<file path="src/rtl/output_beat_serializer.sv">
`timescale 1ns/1ps
`default_nettype none
// ============================================================================
// Module      : output_beat_serializer
// Description : Two-entry set buffer that captures 128-value output sets and
//               streams them as LANES-wide beats over valid/ready.
// Revision    : 1.0 - initial release
// ============================================================================
module output_beat_serializer #(
    parameter int DATA_WIDTH  = 4,
    parameter int DATA_OF_SET = 128,
    parameter int LANES       = 16,
    parameter int DEPTH       = 2
) (
    input  logic                              clk,
    input  logic                              rst,
    input  logic [DATA_OF_SET*DATA_WIDTH-1:0] din,
    input  logic                              din_valid,
    output logic [LANES*DATA_WIDTH-1:0]       m_data,
    output logic                              m_valid,
    input  logic                              m_ready,
    output logic                              m_last,
    output logic                              overflow,
    output logic                              busy,
    output logic [15:0]                       sets_done
);

    localparam int c_SET_W   = DATA_OF_SET * DATA_WIDTH;
    localparam int c_BEAT_DW = LANES * DATA_WIDTH;
    localparam int c_BEATS   = DATA_OF_SET / LANES;
    localparam int c_BEAT_W  = (c_BEATS > 1) ? $clog2(c_BEATS) : 1;
    localparam logic [c_BEAT_W-1:0] c_LAST_BEAT = c_BEAT_W'(c_BEATS - 1);

    localparam logic [1:0] c_OCC_EMPTY = 2'd0;
    localparam logic [1:0] c_OCC_ONE   = 2'd1;
    localparam logic [1:0] c_OCC_FULL  = 2'd2;

    logic [c_SET_W-1:0]   r_mem [DEPTH];
    logic [1:0]           r_occ;
    logic [1:0]           w_occ_nxt;
    logic                 r_wr_ptr;
    logic                 r_rd_ptr;
    logic [c_BEAT_W-1:0]  r_beat;
    logic                 r_overflow;
    logic [15:0]          r_sets_done;

    logic                 w_valid;
    logic                 w_last;
    logic                 w_fire;
    logic                 w_pop;
    logic                 w_full;
    logic                 w_push;
    logic                 w_drop;
    logic [c_SET_W-1:0]   w_head;
    logic [c_BEAT_DW-1:0] w_beats [c_BEATS];

    assign w_valid = (r_occ != c_OCC_EMPTY);
    assign w_last  = w_valid & (r_beat == c_LAST_BEAT);
    assign w_fire  = w_valid & m_ready;
    assign w_pop   = w_fire & w_last;
    assign w_full  = (r_occ == c_OCC_FULL);
    // A pop in the same cycle frees the head entry, so a write into a full buffer still lands.
    assign w_push  = din_valid & (~w_full | w_pop);
    assign w_drop  = din_valid & w_full & ~w_pop;

    always_comb begin
        w_occ_nxt = r_occ;
        case ({w_push, w_pop})
            2'b10:   w_occ_nxt = (r_occ == c_OCC_EMPTY) ? c_OCC_ONE : c_OCC_FULL;
            2'b01:   w_occ_nxt = (r_occ == c_OCC_FULL) ? c_OCC_ONE : c_OCC_EMPTY;
            default: w_occ_nxt = r_occ;
        endcase
    end

    always_ff @(posedge clk or posedge rst) begin
        if (rst) begin
            r_occ       <= c_OCC_EMPTY;
            r_wr_ptr    <= 1'b0;
            r_rd_ptr    <= 1'b0;
            r_beat      <= '0;
            r_overflow  <= 1'b0;
            r_sets_done <= 16'd0;
        end else begin
            r_occ <= w_occ_nxt;
            if (w_push) begin
                r_wr_ptr <= ~r_wr_ptr;
            end
            if (w_pop) begin
                r_rd_ptr    <= ~r_rd_ptr;
                r_beat      <= '0;
                r_sets_done <= r_sets_done + 16'd1;
            end else if (w_fire) begin
                r_beat <= r_beat + 1'b1;
            end
            if (w_drop) begin
                r_overflow <= 1'b1;
            end
        end
    end

    // Set storage carries no reset; contents are only observed while occupied.
    always_ff @(posedge clk) begin
        if (w_push) begin
            r_mem[r_wr_ptr] <= din;
        end
    end

    assign w_head = r_mem[r_rd_ptr];

    for (genvar b = 0; b < c_BEATS; b++) begin : g_beat
        assign w_beats[b] = w_head[b*c_BEAT_DW +: c_BEAT_DW];
    end

    assign m_data    = w_beats[r_beat];
    assign m_valid   = w_valid;
    assign m_last    = w_last;
    assign busy      = w_valid;
    assign overflow  = r_overflow;
    assign sets_done = r_sets_done;

endmodule
`default_nettype wire

</file>
<file path="config.mk">
export PLATFORM = sky130hd
export DESIGN_NAME = output_beat_serializer
export DESIGN_NICKNAME = d
export VERILOG_FILES = /design/src/rtl/output_beat_serializer.sv
export SDC_FILE = /design/constraint.sdc
export NUM_CORES = 1
export LEC_CHECK = 0
export BUFFER_PORTS_ARGS = -buffer_cell sky130_fd_sc_hd__buf_4
export CAP_MARGIN = 20
export CORE_MARGIN = 2
export CORE_UTILIZATION = 61
export CTS_CLUSTER_DIAMETER = 200
export CTS_CLUSTER_SIZE = 16
export DETAILED_ROUTE_END_ITERATION = 12
export GPL_TIMING_DRIVEN = 1
export HOLD_SLACK_MARGIN = 0.05
export PLACE_DENSITY_LB_ADDON = 0.2
export SYNTH_ARGS = -nofsm -noshare
export SYNTH_HDL_FRONTEND = slang
export SYNTH_SLANG_ARGS = --single-unit
</file>
<file path="constraint.sdc">
create_clock -name clk -period 56.5 [get_ports clk]
set_input_delay 2.825 -clock clk [delete_from_list [all_inputs] [get_ports clk]]
set_output_delay 2.825 -clock clk [all_outputs]
set_load 0.03 [all_outputs]
</file>
==> metrics.txt, run 1 <==
initial antenna violation count=39; number of setup violations in the final report=0; sequential fraction of the synthesis area=79.69%; hpwl dp=57.97 mm; die span in x=258.0 um; CP Launch Type=flop; Pwr Total=approximately 0.0023 W; Post-CTS Setup Bufs=0; worst-case clock buffer depth=3; H-Tree Depth=3; Skew-Pair Late Insertion Delay=630 ps; Hold Vio Cnt, Final=0; max-cap violations=0; Worst R2R Start=r_beat[0]; die span in y=around 260 um; Tot GR Track Use=27.10%; Yosys cell types=32; Worst path slowest cell=dfrtp_4; grt ovf=0; first-pass GRT wire length=130.8 mm; RSZ-0062 raised after global routing=false; Via density=6.159; slew at the pin with the worst max-slew slack=1269 ps; worst hold start=sets_done[15]; Setup Total Neg Slack=0 ps; placer congestion estimate=0.8400; final-stage net count=2794; clk slew on worst S/H paths=70 ps; crit-path max cell delay=approximately 1000 ps; instance count of the mapped netlist=1660; CTS Buf Count=75; Initial Utilization=slightly above 60%; std cell rows=93; minimum clock period=7279 ps; Area growth, synth to finish=19.20%; HP Class=reg -> reg; relative slew slack=15.43%; die footprint=between 0.06 and 0.07 sq mm; Worst setup EP type=primary output; synth top area cells=edfxtp_1 78%, mux4_2 15%, a22oi_1 2.4%; WP data arrival=about 4500 ps; FF+latch count, synth=1048; worst r2r path cells=7; Synthesized Nets=2180; achievable frequency=137.4 MHz; Resized Gates After CTS=0; clock tree from TritonCTS=built; post-route DRC violation count=0; Critical path origin=r_rd_ptr; largest area contributor in the netlist=edfxtp_1; Port Buffers=599; vias in the first global route=20950; Mapped Area=0.03934 sq mm; via count=19670; I/O Pins=600; syn_area_per_cell=23.70 sq um; First-pass DRT Iterations=5; Pleak=about 16 nW; Final Cycle Share=around 13%; antenna-violating nets left=0; Levels on crit path=6; Final Slew Violations=0; Yosys top cell area share=78.16%; largest net degree at the start of global routing=about 190; critical path cell sequence=buf_4 > buf_4 > mux4_2 > a22oi_1 > nand2_1 > buf_4; Crit path top cell by count=buf_4; Reg-to-Reg End=r_mem[1][354]; WL final=89.95 mm; TritonCTS sink count=~1000; DRT iter0 DRCs=2410; CP delay by family, top=buffers and inverters; crit path kind=reg -> out; Worst VDD drop=approximately 0.036 mV; total core area=around 0.064 sq mm; flop-to-flop setup slack=52350 ps; WP buf/inv=3; WL/cell=28.16 um; Worst Path Required=53670 ps; status=completed; Max FO, Critical Path=49; clock root cell=clkbuf_16; Worst Skew=30.15 ps; layout cells sized above 1=42.20%; Worst setup endpoint=m_data[38]; Warnings, synthesis=0; Cell Pwr Density=48.78 mW/mm^2; hold_buf cts=0
==> kinds of logic (layout without fill, tap and decap cells) <==
group | Yosys count | in the layout | share of synthesized area (%)
flip-flops | 1048 | 1048 | 79.69
multiplexers | 258 | 258 | 14.71
AO/OA/AOI/OAI | 135 | 135 | 2.554
AND/OR/NAND/NOR | 106 | 106 | 1.148
buffers and inverters | 91 | 739 | 1.371
XOR/XNOR | 18 | 18 | 0.4007
adder cells (fa/ha/maj) | 4 | 4 | 0.1272
other | 0 | 31 | 0
==> sequential cells by signal, indices dropped and copies added (netlist names) <==
| signal | cells |
|---|---|
| overflow | 1 |
| r_beat | 3 |
| r_mem | 1024 |
| r_rd_ptr | 1 |
| r_occ | 2 |
| r_wr_ptr | 1 |
| sets_done | 16 |
==> Yosys cell counts <==
| cell | number |
|---|---|
| a21oi_1 | 2 |
| nor2b_1 | 3 |
| mux4_2 | 256 |
| o21ai_0 | 2 |
| o21bai_1 | 1 |
| buf_1 | 6 |
| ha_1 | 4 |
| nand4_1 | 3 |
| and3_1 | 2 |
| nand2b_1 | 1 |
| a21o_1 | 1 |
| buf_4 | 12 |
| nand3_1 | 3 |
| xnor2_1 | 14 |
| xor2_1 | 4 |
| or2_2 | 1 |
| a22oi_1 | 128 |
| and4_1 | 2 |
| o2111ai_1 | 1 |
| and2_1 | 2 |
| nand3b_1 | 1 |
| nand2_1 | 79 |
| clkbuf_1 | 32 |
| buf_2 | 20 |
| mux2_2 | 2 |
| inv_1 | 4 |
| dfrtp_1 | 24 |
| or2_1 | 1 |
| edfxtp_1 | 1024 |
| nor2_1 | 5 |
| buf_6 | 17 |
| nor3_1 | 3 |
==> cell type report <==
cell class | instances | area [sq um]
flip-flops and latches | 1048 | 31360
fillers | 3618 | 17220
multi-input cells | 521 | 7490
repair buffers | 624 | 4762
clock buffers | 106 | 2057
well taps | 855 | 1070
diodes | 31 | 77.57
clock inverters | 5 | 66.31
inverters | 4 | 15.01
==> layer usage <==
metal | routed length (um) | global-route usage [%]
met3 | 8374 | 7.960
met5 | 143 | 0
met1 | 31780 | 34.13
met4 | 3533 | 11.98
met2 | 46130 | 44.43
==> layout by cell type, fill, tap and decap left out, types with 4 or more instances in the layout <==
| cell type | instances |
|---|---|
| xor2_1 | 4 |
| buf_4 | 619 |
| inv_1 | 4 |
| clkbuf_1 | 28 |
| mux4_2 | 256 |
| xnor2_1 | 14 |
| clkbuf_16 | 78 |
| nand2_1 | 79 |
| dfrtp_1 | 22 |
| edfxtp_1 | 1024 |
| ha_1 | 4 |
| diode_2 | 31 |
| a22oi_1 | 128 |
==> stage by stage <==
| stage | hold slack, ps | instances | utilization [%] | area, sq um | setup slack, ps |
|---|---|---|---|---|---|
| after floorplan | 460.8 | 1660 | - | 39340 | 30830 |
| after global placement | 463.6 | 3050 | 69.62 | 44640 | 49560 |
| after detailed placement | 473.3 | 3050 | 69.62 | 44640 | 49520 |
| after CTS | 488.5 | 3161 | 72.93 | 46760 | 48820 |
| after global routing | 500.7 | 3188 | 73.12 | 46880 | 48770 |
| final | 483.6 | 3194 | 73.14 | 46900 | 49220 |
==> report_power, final <==
| group | leakage (nW) | switching [W] | internal (W) | total (W) |
|---|---|---|---|---|
| Combinational | 5.33 | 0.000436 | 0.000318 | 0.000754 |
| Sequential | 9.63 | 0.0000416 | 0.000996 | 0.00104 |
| Clock | 1.02 | 0.000243 | 0.000253 | 0.000496 |
| Total | 16.0 | 0.000720 | 0.00157 | 0.00229 |
==> worst min-delay path by stage <==
| stage | end | slack [ps] | depth (start not counted) |
|---|---|---|---|
| after floorplan | r_wr_ptr | 460 | 1 |
| after global placement | overflow | 460 | 1 |
| after detailed placement | sets_done[15] | 470 | 1 |
| after CTS | sets_done[15] | 490 | 1 |
| after global routing | sets_done[15] | 500 | 1 |
| final | sets_done[15] | 480 | 1 |
(Power assumes the default switching activity.)
==> run 2, diff against run 1 <==
--- a/config.mk
+++ b/config.mk
@@ -8,7 +8,7 @@
 export BUFFER_PORTS_ARGS = -buffer_cell sky130_fd_sc_hd__buf_4
 export CAP_MARGIN = 20
 export CORE_MARGIN = 2
-export CORE_UTILIZATION = 61
+export CORE_UTILIZATION = 57
 export CTS_CLUSTER_DIAMETER = 200
 export CTS_CLUSTER_SIZE = 16
 export DETAILED_ROUTE_END_ITERATION = 12
==> constraint.sdc (replaced) <==
create_clock -name clk -period 7.5 [get_ports clk]
set_input_delay 0.375 -clock clk [delete_from_list [all_inputs] [get_ports clk]]
set_output_delay 0.375 -clock clk [all_outputs]
set_load 0.03 [all_outputs]
==> metrics.txt, run 2 (synthesis gave the netlist of run 1 again) <==
status=completed (unchanged); antenna-violating nets left=0 (unchanged); minimum clock period=4849 ps; Worst Path Required=7120 ps (was 53670 ps); critical path cell sequence=buf_4 > buf_4 > mux4_2 > a22oi_1 > nand2_1 > buf_4 (unchanged); first-pass GRT wire length=144.8 mm (was 130.8 mm); Pwr Total=0.01764 W (was 0.002288 W); Seq pwr share=44.6% (was 45.4%); Critical path origin=r_beat[0] (was r_rd_ptr); WL/cell=26.91 um (was 28.16 um); WP data arrival=4470 ps (was 4450 ps); worst r2r path cells=7 (unchanged); Final Slew Violations=0 (unchanged); I/O Pins=600 (unchanged); combinational power share=34.0% (was 33.0%); Skew-Pair Late Insertion Delay=640 ps (was 630 ps); clk slew on worst S/H paths=70 ps (about the same); hpwl dp=57.45 mm (was 57.97 mm); Min-Delay Path Depth=3 (was 1); final-stage net count=3306 (was 2794); fillers=3603 (was 3618); Reg-to-Reg End=r_mem[1][239] (was r_mem[1][354]); HP Class=in -> reg (was reg -> reg); Worst path slowest cell=dfrtp_4 (unchanged); Max FO, Critical Path=67 (was 49); worst hold start=m_ready (was sets_done[15]); layout cells sized above 1=34.71% (was 42.20%); relative slew slack=23.65% (was 15.43%); Worst R2R Start=r_beat[0] (unchanged); Pleak=18.11 nW (was 15.99 nW); placer congestion estimate=0.8169 (was 0.8400); Worst setup EP type=primary output (unchanged); Initial Utilization=57.46% (was 61.36%); Hold Vio Cnt, Final=0 (unchanged); Final Cycle Share=roughly 65%; Post-CTS Setup Bufs=0 (unchanged); Via density=5.925 (was 6.159); DRT iter0 DRCs=2398 (was 2410); Resized Gates After CTS=0 (unchanged); achievable frequency=206.2 MHz; clock tree from TritonCTS=built (unchanged); Cell Pwr Density=338.6 mW/mm^2 (was 48.78 mW/mm^2); WL final=100.5 mm (was 89.95 mm); Port Buffers=599 (unchanged); Most flops, register=r_mem (unchanged); CTS Buf Count=75 (unchanged); P_sw=0.005683 W (was 0.0007199 W); Worst Skew=39.95 ps (was 30.15 ps); via count=22120 (was 19670); CP Launch Type=flop (unchanged); flop-to-flop setup slack=3410 ps (was 52350 ps); Area growth, synth to finish=32.37% (was 19.20%); crit path kind=reg -> out (unchanged); area of the multi-input gates=0.007510 sq mm (was 0.007490 sq mm); post-route DRC violation count=0 (unchanged); Finished Core Util=76.06% (was 73.14%); Worst VDD drop=0.4237 mV (was 0.03622 mV); die span in x=266.7 um (was 258.0 um); std cell rows=96 (was 93); number of setup violations in the final report=0 (unchanged); most frequent cells in the layout=1024 x edfxtp_1, 614 x buf_4, 514 x dlygate4sd3_1 (was 1024 x edfxtp_1, 619 x buf_4, 256 x mux4_2); max reg flops=1024 (unchanged); grt ovf=0 (unchanged); die span in y=266.7 um (was 258.0 um); internal power=0.01195 W (was 0.001568 W); Sw Share=32.22% (was 31.47%); initial antenna violation count=46 (was 39); Crit path top cell by count=buf_4 (unchanged); clock root cell=clkbuf_16 (unchanged); Hold EP=r_beat[2] (was sets_done[15]); RSZ-0062 raised after global routing=false (unchanged); max-cap violations=0 (unchanged); WP buf/inv=3 (unchanged); H-Tree Depth=3 (unchanged); First-pass DRT Iterations=7 (was 5); largest net degree at the start of global routing=135 (was 194); vias in the first global route=23810 (was 20950); clock power share=21.4% (was 21.7%); Tot GR Track Use=27.90% (was 27.10%); TritonCTS sink count=1048 (unchanged); slew at the pin with the worst max-slew slack=1145 ps (was 1269 ps); commonest non-fill, non-tap cell in the layout=edfxtp_1 (unchanged); worst-case clock buffer depth=3 (unchanged); crit-path max cell delay=1100 ps (was 1020 ps); total core area=0.06847 sq mm (was 0.06412 sq mm); CP delay by family, top=buffers and inverters (unchanged); FF/Latch Area=0.03136 sq mm (unchanged); die footprint=0.07114 sq mm (was 0.06654 sq mm)
-- run 2: changes by cell type in the layout (fill, tap and decap cells not counted), sizes merged --
cell | previous run | this run
clkbuf | 106 | 97
buf | 624 | 622
clkinv | 3 | 2
diode | 31 | 40
dlygate4sd3 | 0 | 514
inv | 6 | 8
-- run 2: layout make-up --
type	instances	area share, %
tap	882	2.119
multi-input combinational	521	14.42
antenna	40	0.1922
timing repair buffer	1136	19.05
clock buffer	97	3.844
inverter	4	0.02883
sequential	1048	60.21
clock inverter	6	0.1297
-- run 2: timing repair --
| action | 4_1_cts | 5_1_grt |
|---|---|---|
| hold buffers | 514 | 0 |
| endpoints found under the setup margin | 0 | 0 |
| endpoints found under the hold margin | 1049 | 0 |
-- run 2: metrics by stage --
step | std cells | hold slack, ps | TNS, ps | instance area (sq um) | setup slack, ps
floorplan | 1660 | 389.6 | -780430 | 39370 | -1489
global placement | 3076 | 465.2 | 0 | 44740 | 3222
detailed placement | 3076 | 480.8 | 0 | 44740 | 3120
CTS | 3693 | 104.5 | 0 | 51950 | 2644
global route | 3728 | 152.0 | 0 | 52060 | 2446
finish | 3734 | 143.6 | 0 | 52080 | 2651
-- run 2: worst max-delay path by stage --
| stage | slack, ps | endpoint | cells after the start |
|---|---|---|---|
| after floorplan | -1490 | r_mem[0][0] | 6 |
| after global placement | 3220 | r_mem[1][172] | 6 |
| after detailed placement | 3120 | r_mem[1][364] | 6 |
| after CTS | 2640 | m_data[26] | 6 |
| after global routing | 2450 | m_data[28] | 6 |
| final | 2650 | m_data[28] | 6 |
-- run 2: power by group through the flow --
stage	Combinational (W)	Sequential [W]	Clock, W
finish	0.00600	0.00787	0.00377
floorplan	0.00402	0.00804	0
detailed placement	0.00569	0.00797	0
global placement	0.00563	0.00791	0
CTS	0.00595	0.00785	0.00380
global route	0.00632	0.00793	0.00403
-- run 2: worst min-delay path, stage by stage --
cell     delay (ps)
buf_4           120
nand2_1         130
o21ai_0         110
-- run 2: layer usage --
| layer | track usage, % | share of wire (%) | vias up |
|---|---|---|---|
| met2 | 47.83 | 52 | 1163 |
| li1 | - | - | 9350 |
| met4 | 11.92 | 4.0 | 22 |
| met1 | 34.10 | 35 | 11330 |
| met5 | 0 | 0.15 | - |
| met3 | 6.818 | 8.2 | 255 |
